**src/rtl/rtc_time_updater.sv**
```systemverilog
// RTC time updater: read-increment-write of packed BCD time registers.
// Optional weekday register is enabled with RTC_WEEKDAY_EN.
module rtc_time_updater #(
  parameter int ADDR_WIDTH = 4,
  parameter int DATA_WIDTH = 8,
  parameter int BASE_ADDR  = 0
) (
  input  logic                  clk,
  input  logic                  reset,
  input  logic                  tick_1hz,
  output logic [ADDR_WIDTH-1:0] mem_addr,
  output logic [DATA_WIDTH-1:0] mem_wdata,
  output logic                  mem_we,
  input  logic [DATA_WIDTH-1:0] mem_rdata,
  output logic                  busy,
  output logic                  day_pulse,
  output logic                  overrun,
  output logic                  bcd_err
);

  localparam logic [ADDR_WIDTH-1:0] BASE = ADDR_WIDTH'(BASE_ADDR);
`ifdef RTC_WEEKDAY_EN
  localparam logic [1:0] LAST_IDX = 2'd3;
`else
  localparam logic [1:0] LAST_IDX = 2'd2;
`endif

  typedef enum logic [2:0] {
    S_IDLE,
    S_READ,
    S_CALC,
    S_WRITE,
    S_NEXT
  } state_t;

  state_t state, state_n;

  logic [1:0]            idx, idx_n;
  logic                  carry, carry_n;
  logic                  pending, pend_n;
  logic [ADDR_WIDTH-1:0] addr_n;
  logic [DATA_WIDTH-1:0] wdata_n;
  logic                  we_n;
  logic                  busy_n;
  logic                  dp_n;
  logic                  ovr_n;
  logic                  err_n;

  logic [DATA_WIDTH-1:0] lim;
  logic [DATA_WIDTH-1:0] minv;
  logic                  wday;
  logic [3:0]            hi;
  logic [3:0]            lo;
  logic                  illegal;
  logic [DATA_WIDTH-1:0] nv;
  logic                  cy;

  // Per-register limits and the BCD increment of the value just read.
  always_comb begin
    lim  = 8'h59;
    minv = 8'h00;
    wday = 1'b0;
    case (idx)
      2'd2: lim = 8'h23;
      2'd3: begin
        lim  = 8'h07;
        minv = 8'h01;
        wday = 1'b1;
      end
      default: ;
    endcase
    hi = mem_rdata[7:4];
    lo = mem_rdata[3:0];
    illegal = (hi > 4'd9) || (lo > 4'd9) || (mem_rdata > lim)
              || (wday && (mem_rdata == 8'h00));
    nv = minv;
    cy = 1'b0;
    if (illegal) begin
      nv = minv;
    end else if (mem_rdata == lim) begin
      nv = minv;
      cy = 1'b1;
    end else if (lo == 4'd9) begin
      nv = {hi + 4'd1, 4'd0};
    end else begin
      nv = {hi, lo + 4'd1};
    end
  end

  // Next-state, next-output and tick bookkeeping.
  always_comb begin
    state_n = state;
    idx_n   = idx;
    carry_n = carry;
    pend_n  = pending;
    addr_n  = mem_addr;
    wdata_n = mem_wdata;
    we_n    = 1'b0;
    busy_n  = busy;
    dp_n    = 1'b0;
    ovr_n   = overrun;
    err_n   = bcd_err;
    if (state != S_IDLE && tick_1hz) begin
      if (pending) ovr_n = 1'b1;
      else         pend_n = 1'b1;
    end
    case (state)
      S_IDLE: begin
        if (tick_1hz || pending) begin
          state_n = S_READ;
          idx_n   = 2'd0;
          addr_n  = BASE;
          busy_n  = 1'b1;
          pend_n  = pending && tick_1hz;
        end
      end
      S_READ: state_n = S_CALC;
      S_CALC: begin
        state_n = S_WRITE;
        we_n    = 1'b1;
        wdata_n = nv;
        carry_n = cy;
        if (illegal) err_n = 1'b1;
        dp_n    = (idx == 2'd2) && cy;
      end
      S_WRITE: state_n = S_NEXT;
      S_NEXT: begin
        if (carry && (idx < LAST_IDX)) begin
          state_n = S_READ;
          idx_n   = idx + 2'd1;
          addr_n  = BASE + ADDR_WIDTH'(idx + 2'd1);
        end else begin
          state_n = S_IDLE;
          busy_n  = 1'b0;
        end
      end
      default: begin
        state_n = S_IDLE;
        busy_n  = 1'b0;
      end
    endcase
  end

  // State and registered outputs.
  always_ff @(posedge clk) begin
    if (reset) begin
      state     <= S_IDLE;
      idx       <= 2'd0;
      carry     <= 1'b0;
      pending   <= 1'b0;
      mem_addr  <= BASE;
      mem_wdata <= '0;
      mem_we    <= 1'b0;
      busy      <= 1'b0;
      day_pulse <= 1'b0;
      overrun   <= 1'b0;
      bcd_err   <= 1'b0;
    end else begin
      state     <= state_n;
      idx       <= idx_n;
      carry     <= carry_n;
      pending   <= pend_n;
      mem_addr  <= addr_n;
      mem_wdata <= wdata_n;
      mem_we    <= we_n;
      busy      <= busy_n;
      day_pulse <= dp_n;
      overrun   <= ovr_n;
      bcd_err   <= err_n;
    end
  end

endmodule

```
**config.mk**
```make
export PLATFORM = sky130hd
export DESIGN_NAME = rtc_time_updater
export DESIGN_NICKNAME = d
export VERILOG_FILES = /design/src/rtl/rtc_time_updater.sv
export SDC_FILE = /design/constraint.sdc
export NUM_CORES = 1
export LEC_CHECK = 0
export ABC_AREA = 1
export ABC_CLOCK_PERIOD_IN_PS = 2250
export BUFFER_PORTS_ARGS = -buffer_cell sky130_fd_sc_hd__buf_2
export CORE_UTILIZATION = 45
export DETAILED_ROUTE_END_ITERATION = 6
export PLACE_DENSITY = 0.68
export SYNTH_ARGS = -nofsm -noshare
export SYNTH_HDL_FRONTEND = slang
export SYNTH_SLANG_ARGS = --single-unit
export TNS_END_PERCENT = 5
```
**constraint.sdc**
```tcl
create_clock -name clk -period 2.25 [get_ports clk]
set_input_delay 0.1125 -clock clk [delete_from_list [all_inputs] [get_ports clk]]
set_output_delay 0.1125 -clock clk [all_outputs]
set_load 0.005 [all_outputs]
```
==> results of run 1 <==
==> final cells by class <==
type / count / area (sq um) / area share [%]
Clock inverter: 1 / 5.00 / 0.346
Tap cell: 31 / 38.8 / 2.68
Clock buffer: 3 / 22.5 / 1.56
Sequential cell: 21 / 420 / 29.0
Timing Repair Buffer: 26 / 130 / 8.99
Multi-Input combinational cell: 126 / 724 / 50.0
Inverter: 28 / 106 / 7.35
==> kinds of logic after synthesis <==
group                      synth area share, %
and+or+nand+nor                           28.8
buffers and inverters                     11.8
AOI/OAI and AO/OA                         11.8
DFF                                       32.4
adders and majority gates                 11.6
xor gates and xnor gates                  3.37
other                                    0.289
==> placed cells by master, fill, tap and decap left out, types with 3 or more instances in the layout <==
| master | synthesis | final |
|---|---|---|
| nor3_1 | 3 | 3 |
| buf_2 | 0 | 26 |
| nand3_1 | 10 | 10 |
| ha_1 | 12 | 12 |
| xor2_1 | 5 | 5 |
| clkbuf_4 | 0 | 3 |
| nor2_1 | 17 | 17 |
| o21ai_0 | 3 | 3 |
| a211oi_1 | 3 | 3 |
| nand2_1 | 43 | 43 |
| a21oi_1 | 11 | 11 |
| inv_1 | 26 | 26 |
| a21oi_2 | 5 | 5 |
| dfxtp_1 | 21 | 21 |
==> worst max-delay path: cells and delay by family (launching register included) <==
| kind | cells | cell delay [ps] |
|---|---|---|
| adders and majority gates | 2 | 570 |
| and+or+nand+nor | 8 | 850 |
| buffers and inverters | 1 | 60 |
| DFF | 1 | 400 |
| AOI/OAI and AO/OA | 1 | 100 |
==> power by group through the flow <==
stage | combinational [mW] | clock [mW] | sequential [mW]
floorplan | 0.125 | 0 | 0.416
global placement | 0.165 | 0 | 0.416
detailed placement | 0.170 | 0 | 0.417
CTS | 0.171 | 0.186 | 0.409
global route | 0.195 | 0.202 | 0.412
finish | 0.171 | 0.180 | 0.409
==> metal layers <==
metal / share of wire (%) / vias to the layer above
met2: 47 / 23
li1: - / 618
met1: 49 / 537
met5: 0 / -
met4: 1.0 / 0
met3: 3.7 / 5
==> per-stage QoR <==
stage / utilization, % / total power [mW] / instances
final: 53.0 / 0.759 / 236
after CTS: 53.0 / 0.766 / 236
after global placement: 51.9 / 0.581 / 232
after detailed placement: 51.9 / 0.587 / 232
after global routing: 53.0 / 0.809 / 236
after floorplan: - / 0.541 / 179
==> state kept, by name, summed over array words and instances, names as in the netlist <==
name	flops
mem_we	1
carry	1
bcd_err	1
busy	1
day_pulse	1
idx	1
pending	1
state	3
mem_addr	2
overrun	1
mem_wdata	8
==> how the worst max path moves through the flow <==
stage,from,to,slack [ps],cells past startpoint
floorplan,mem_addr[1]$_SDFFE_PP0P_,mem_wdata[2]$_SDFFE_PP0P_,420,12
global placement,idx[0]$_SDFFE_PP0P_,mem_wdata[2]$_SDFFE_PP0P_,290,13
detailed placement,mem_addr[1]$_SDFFE_PP0P_,mem_wdata[2]$_SDFFE_PP0P_,230,12
finish,mem_addr[1]$_SDFFE_PP0P_,mem_wdata[2]$_SDFFE_PP0P_,220,12
global route,mem_addr[1]$_SDFFE_PP0P_,day_pulse$_SDFF_PP0_,20,10
CTS,mem_addr[1]$_SDFFE_PP0P_,mem_wdata[2]$_SDFFE_PP0P_,210,12
==> out/metrics.yaml, run 1 <==
synth_edf_count: 0
seq_area_frac_synth_pct: 32.4
fin_tns_setup_ps: 0
synth_cell_types: 27
status: "completed"
synth_top_area_share_pct: 32.4
endpoint_kind: "flop"
clockRootBuffer: "clkbuf_4"
wirelength_microns: 2790
cts-buffers-inserted: 3
design.die.area_sq_mm: 0.00310
place_congestion: 0.897
postPlaceCellArea_sq_mm: 0.00142
wl_per_cell_microns: 11.8
rsz0062_at_grt: "false"
period_minus_slack_ps: 2030
die_h_microns: 55.7
yosysMostFrequentCell: "nand2_1"
synth.top_cells.by_area: "dfxtp_1 (32%), nand2_1 (12%), ha_1 (12%), inv_1 (7.5%), nor2_1 (4.9%)"
place.port_buffers: 26
nFillCells: 271
grt_max_degree: 20
clockPowerShare_pct: 23.7
use_met3_pct: 4.42
cp-start-kind: "flop"
initial_utilization_pct: 47.5
internal_power_mw: 0.521
antenna_found_initial: 0
finalSetupViolations: 0
min_period_over_period_pct: 90.2
use_met2_pct: 33.2
num_antenna_cells: 0
hold_end: "pending$_SDFF_PP0_"
slowest_stage: "dfxtp_1"
hold_slack_ps: 149
busiest_layer: "met2"
vias: 1183
leakagePower_nw: 0.754
synth_nets: 202
clockBufferDepth: 2
required_ps: 2510
final_layout_size_suffix_gt1_share_pct: 21.5
yosys_most_used_dff: "dfxtp_1"
timing.final.ws_setup_ps: 222
p_per_area_mw_per_mm2: 525
rr_worst_depth: 12
clk_pin_slew_worst_paths_ps: 120
cts_tree: "built"
hp-start: "tick_1hz"
place_ws_ps: 232
dp_hpwl_microns: 2250
seq_power_share_pct: 53.8
synth_top_area_cell: "dfxtp_1"
p_sw_share_pct: 31.4
peakVddDrop_mv: 0.515
r2r-start: "mem_addr[1]$_SDFFE_PP0P_"
die_width_microns: 55.7
syn2layout_area_growth_pct: 11.6
drc: 0
crit_path_max_fanout: 7
clock-sinks: 21
hold_viol_final: 0
overflow: 0
fin_area_sq_mm: 0.00145
dr.pass1.iters: 4
first_iter_violations: 29
grt_first_pass_wirelength_microns: 4760
holdBufCountCts: 0
timing.reg2reg.setup_slack_ps: 220
worstReg2RegEnd: "mem_wdata[2]$_SDFFE_PP0P_"
coreArea_sq_mm: 0.00273
yosys-top-cells-count: "nand2_1 (43), inv_1 (26), dfxtp_1 (21)"
placement_rows: 19
cts_resized: 0
crit_chain: "ha_1, nor2_1, inv_1, ha_1, nand2_1, nor2_1, nand2_2, nand2_2, nand2_4, nor2_4, nand2_1, a21oi_2"
maxSlewViolCount: 0
hold_class: "in2reg"
cp.arrival_ps: 2290
layout.nets: 229
htree_num_levels: 1
fmax_ghz: 0.493
synth_area_per_cell_sq_um: 7.25
clk_latency_ps: 310
hold_depth: 5
cpPeakStageDelay_ps: 400
netlist_area_sq_mm: 0.00130
ys_seq_elements: 21
post-cts-setup-buffers: 0
cap_viol_max_count: 0
grt_pass1_vias: 1096
ios: 28
netlist_instances: 179
met1_usage_pct: 24.2
grt_usage_pct: 19.3
ant_nets: 0
vias_per_cell: 5.01
skew_ps: 8.09
p_switching_mw: 0.239
p_comb_share_pct: 22.5
worstSetupPathType: "reg2reg"
ys_warn_count: 0
async_flop_share_pct: 0
(Power assumes the default switching activity.)
==> run 2: changes to the inputs <==
- ABC_CLOCK_PERIOD_IN_PS: 2250 -> 1980
- clock period: 2.25 -> 1.98 ns (I/O delays scaled with it)
==> run 2 against run 1 <==
Effect of this change: cell count is 2.5% higher; count of clock-buffer cells in the layout stayed put; non-clock buffer count is 6 higher; first-iteration DRC count is 21% lower; combinational power is 23% higher; setup slack worse by 170 ps; power is 16% higher; global-route usage is 1.4 points lower; clock power is 13% higher; cell area is 8.6% higher; sequential share of layout area is 2.0 points lower; critical path depth is 1 higher; largest cell class unchanged.
==> out/metrics.yaml, run 2 (same netlist as run 1, synthesis figures left out) <==
status: "completed"
cp-start-kind: "flop"
cts-buffers-inserted: 3  # unchanged
layout.nets: 235  # +2.6%
timing.reg2reg.setup_slack_ps: 50  # -170 ps
num_antenna_cells: 0  # unchanged
cap_viol_max_count: 0  # unchanged
syn2layout_area_growth_pct: 21.1
overflow: 0  # unchanged
grt_max_degree: 20  # unchanged
coreArea_sq_mm: 0.00273  # unchanged
clk_latency_ps: 300  # about the same
largest_reg_flops: 8  # unchanged
skew_ps: 5.37  # -2.72 ps
peakVddDrop_mv: 0.534  # +3.7%
busiest_layer: "met2"
finalPower_mw: 0.882  # +16%
period_minus_slack_ps: 1930  # -103 ps
crit_chain: "inv_4, ha_4, nor2_4, inv_2, ha_4, nand2_1, nor2_2, nand2_2, nand2_2, nand2_4, nor2_4, nand2_1, a21oi_2"
cp.arrival_ps: 2180  # -110 ps
die_h_microns: 55.7  # unchanged
grt_pass1_vias: 1012  # -7.7%
htree_num_levels: 1  # unchanged
initial_utilization_pct: 47.5  # unchanged
endpoint_kind: "flop"
vias: 1214  # +2.6%
grt_first_pass_wirelength_microns: 4440  # -6.8%
leakagePower_nw: 0.786  # +4.2%
final_util_pct: 57.5  # +4.5 points
top_regs: "mem_wdata: 8 flops, state: 3 flops, mem_addr: 2 flops"
wl_per_cell_microns: 11.6  # -1.5%
antenna_found_initial: 0  # unchanged
clock-sinks: 21  # unchanged
cpPeakStageDelay_ps: 400  # about the same
p_per_area_mw_per_mm2: 561  # +7.0%
worstSetupPathType: "reg2reg"
final_cell_mix: "nand2_1 (39), buf_2 (26), inv_1 (23)"
maxSlewViolCount: 0  # unchanged
use_met2_pct: 30.1  # -3.1 points
stdcell_count: 242  # +2.5%
cts_tree: "built"
drc: 0  # unchanged
die_width_microns: 55.7  # unchanged
clockBufferDepth: 2  # unchanged
timing.final.ws_setup_ps: 54.4  # -167 ps
nFillCells: 257  # -5.2%
required_ps: 2230  # -280 ps
clk_pin_slew_worst_paths_ps: 120  # about the same
design.die.area_sq_mm: 0.00310  # unchanged
ant_nets: 0  # unchanged
place.port_buffers: 26  # unchanged
place_ws_ps: -61.2  # -293 ps
dp_hpwl_microns: 2180  # -3.1%
fmax_ghz: 0.519  # +5.3%
clockRootBuffer: "clkbuf_4"
mostFrequentLayoutCell: "nand2_1"
grt_usage_pct: 17.9  # -1.4 points
met1_usage_pct: 23.1  # -1.1 points
fin_tns_setup_ps: 0  # unchanged
min_period_over_period_pct: 97.3  # +7.1 points
vias_per_cell: 5.02  # about the same
hold_viol_final: 0  # unchanged
dr.pass1.iters: 4  # unchanged
cp_top_family: "simple AND/OR/NAND/NOR gates"
holdBufCountCts: 0  # unchanged
hold_class: "in2reg"
ios: 28  # unchanged
wirelength_microns: 2810  # +0.97%
use_met3_pct: 5.12  # +0.70 points
regMostFlops: "mem_wdata"
worst-path-buf-inv: 2  # +1
place_congestion: 0.776  # -13%
placed_cells: 233  # +0.43%
finalSetupViolations: 0  # unchanged
placement_rows: 19  # unchanged
slowest_stage: "dfxtp_4"
crit_path_max_fanout: 4  # -3
first_iter_violations: 23  # -21%
final_layout_size_suffix_gt1_share_pct: 31.3  # +9.8 points
run 2: layer usage:
| layer | vias up | wire length [microns] |
|---|---|---|
| met3 | 2 | 129 |
| li1 | 629 | - |
| met2 | 26 | 1390 |
| met1 | 557 | 1280 |
| met5 | - | 0 |
| met4 | 0 | 17 |
run 2: final cells by class:
type / count / area, sq um / share of cell area, %
inverters: 28 / 109 / 6.93
clock inverters: 1 / 5.00 / 0.318
multi-input cells: 126 / 796 / 50.6
clock buffers: 3 / 22.5 / 1.43
repair buffers: 32 / 175 / 11.1
well taps: 31 / 38.8 / 2.47
flip-flops and latches: 21 / 425 / 27.1
run 2: worst min-delay path: stages:
cell	delay (ps)
buf_2	80
nor2_1	50
inv_1	70
o211ai_1	80
inv_1	50
run 2: final timing paths:
check / start / endpoint / depth (start not counted)
min: tick_1hz / pending$_SDFF_PP0_ / 5
min reg2reg: mem_wdata[3]$_SDFFE_PP0P_ / mem_wdata[3]$_SDFFE_PP0P_ / 2
max reg2reg: idx[0]$_SDFFE_PP0P_ / mem_wdata[7]$_SDFFE_PP0P_ / 13
max: idx[0]$_SDFFE_PP0P_ / mem_wdata[7]$_SDFFE_PP0P_ / 13
run 2: timing repair:
action / in CTS / in global routing
endpoints found under the setup margin: 7 / 10
setup buffers: 1 / 4
pin swaps: 3 / 9
gates resized for setup: 2 / 20
run 2: where the power goes:
group	switching, mW	internal (mW)	total (mW)
sequential	0.0186	0.449	0.468
combinational	0.132	0.0787	0.211
clock	0.128	0.0753	0.204
run 2: stage by stage:
stage / hold slack, ps / area (sq um)
after floorplan: 291 / 1300
after global placement: 446 / 1430
after detailed placement: 452 / 1430
after CTS: 139 / 1470
after global routing: 162 / 1570
final: 144 / 1570
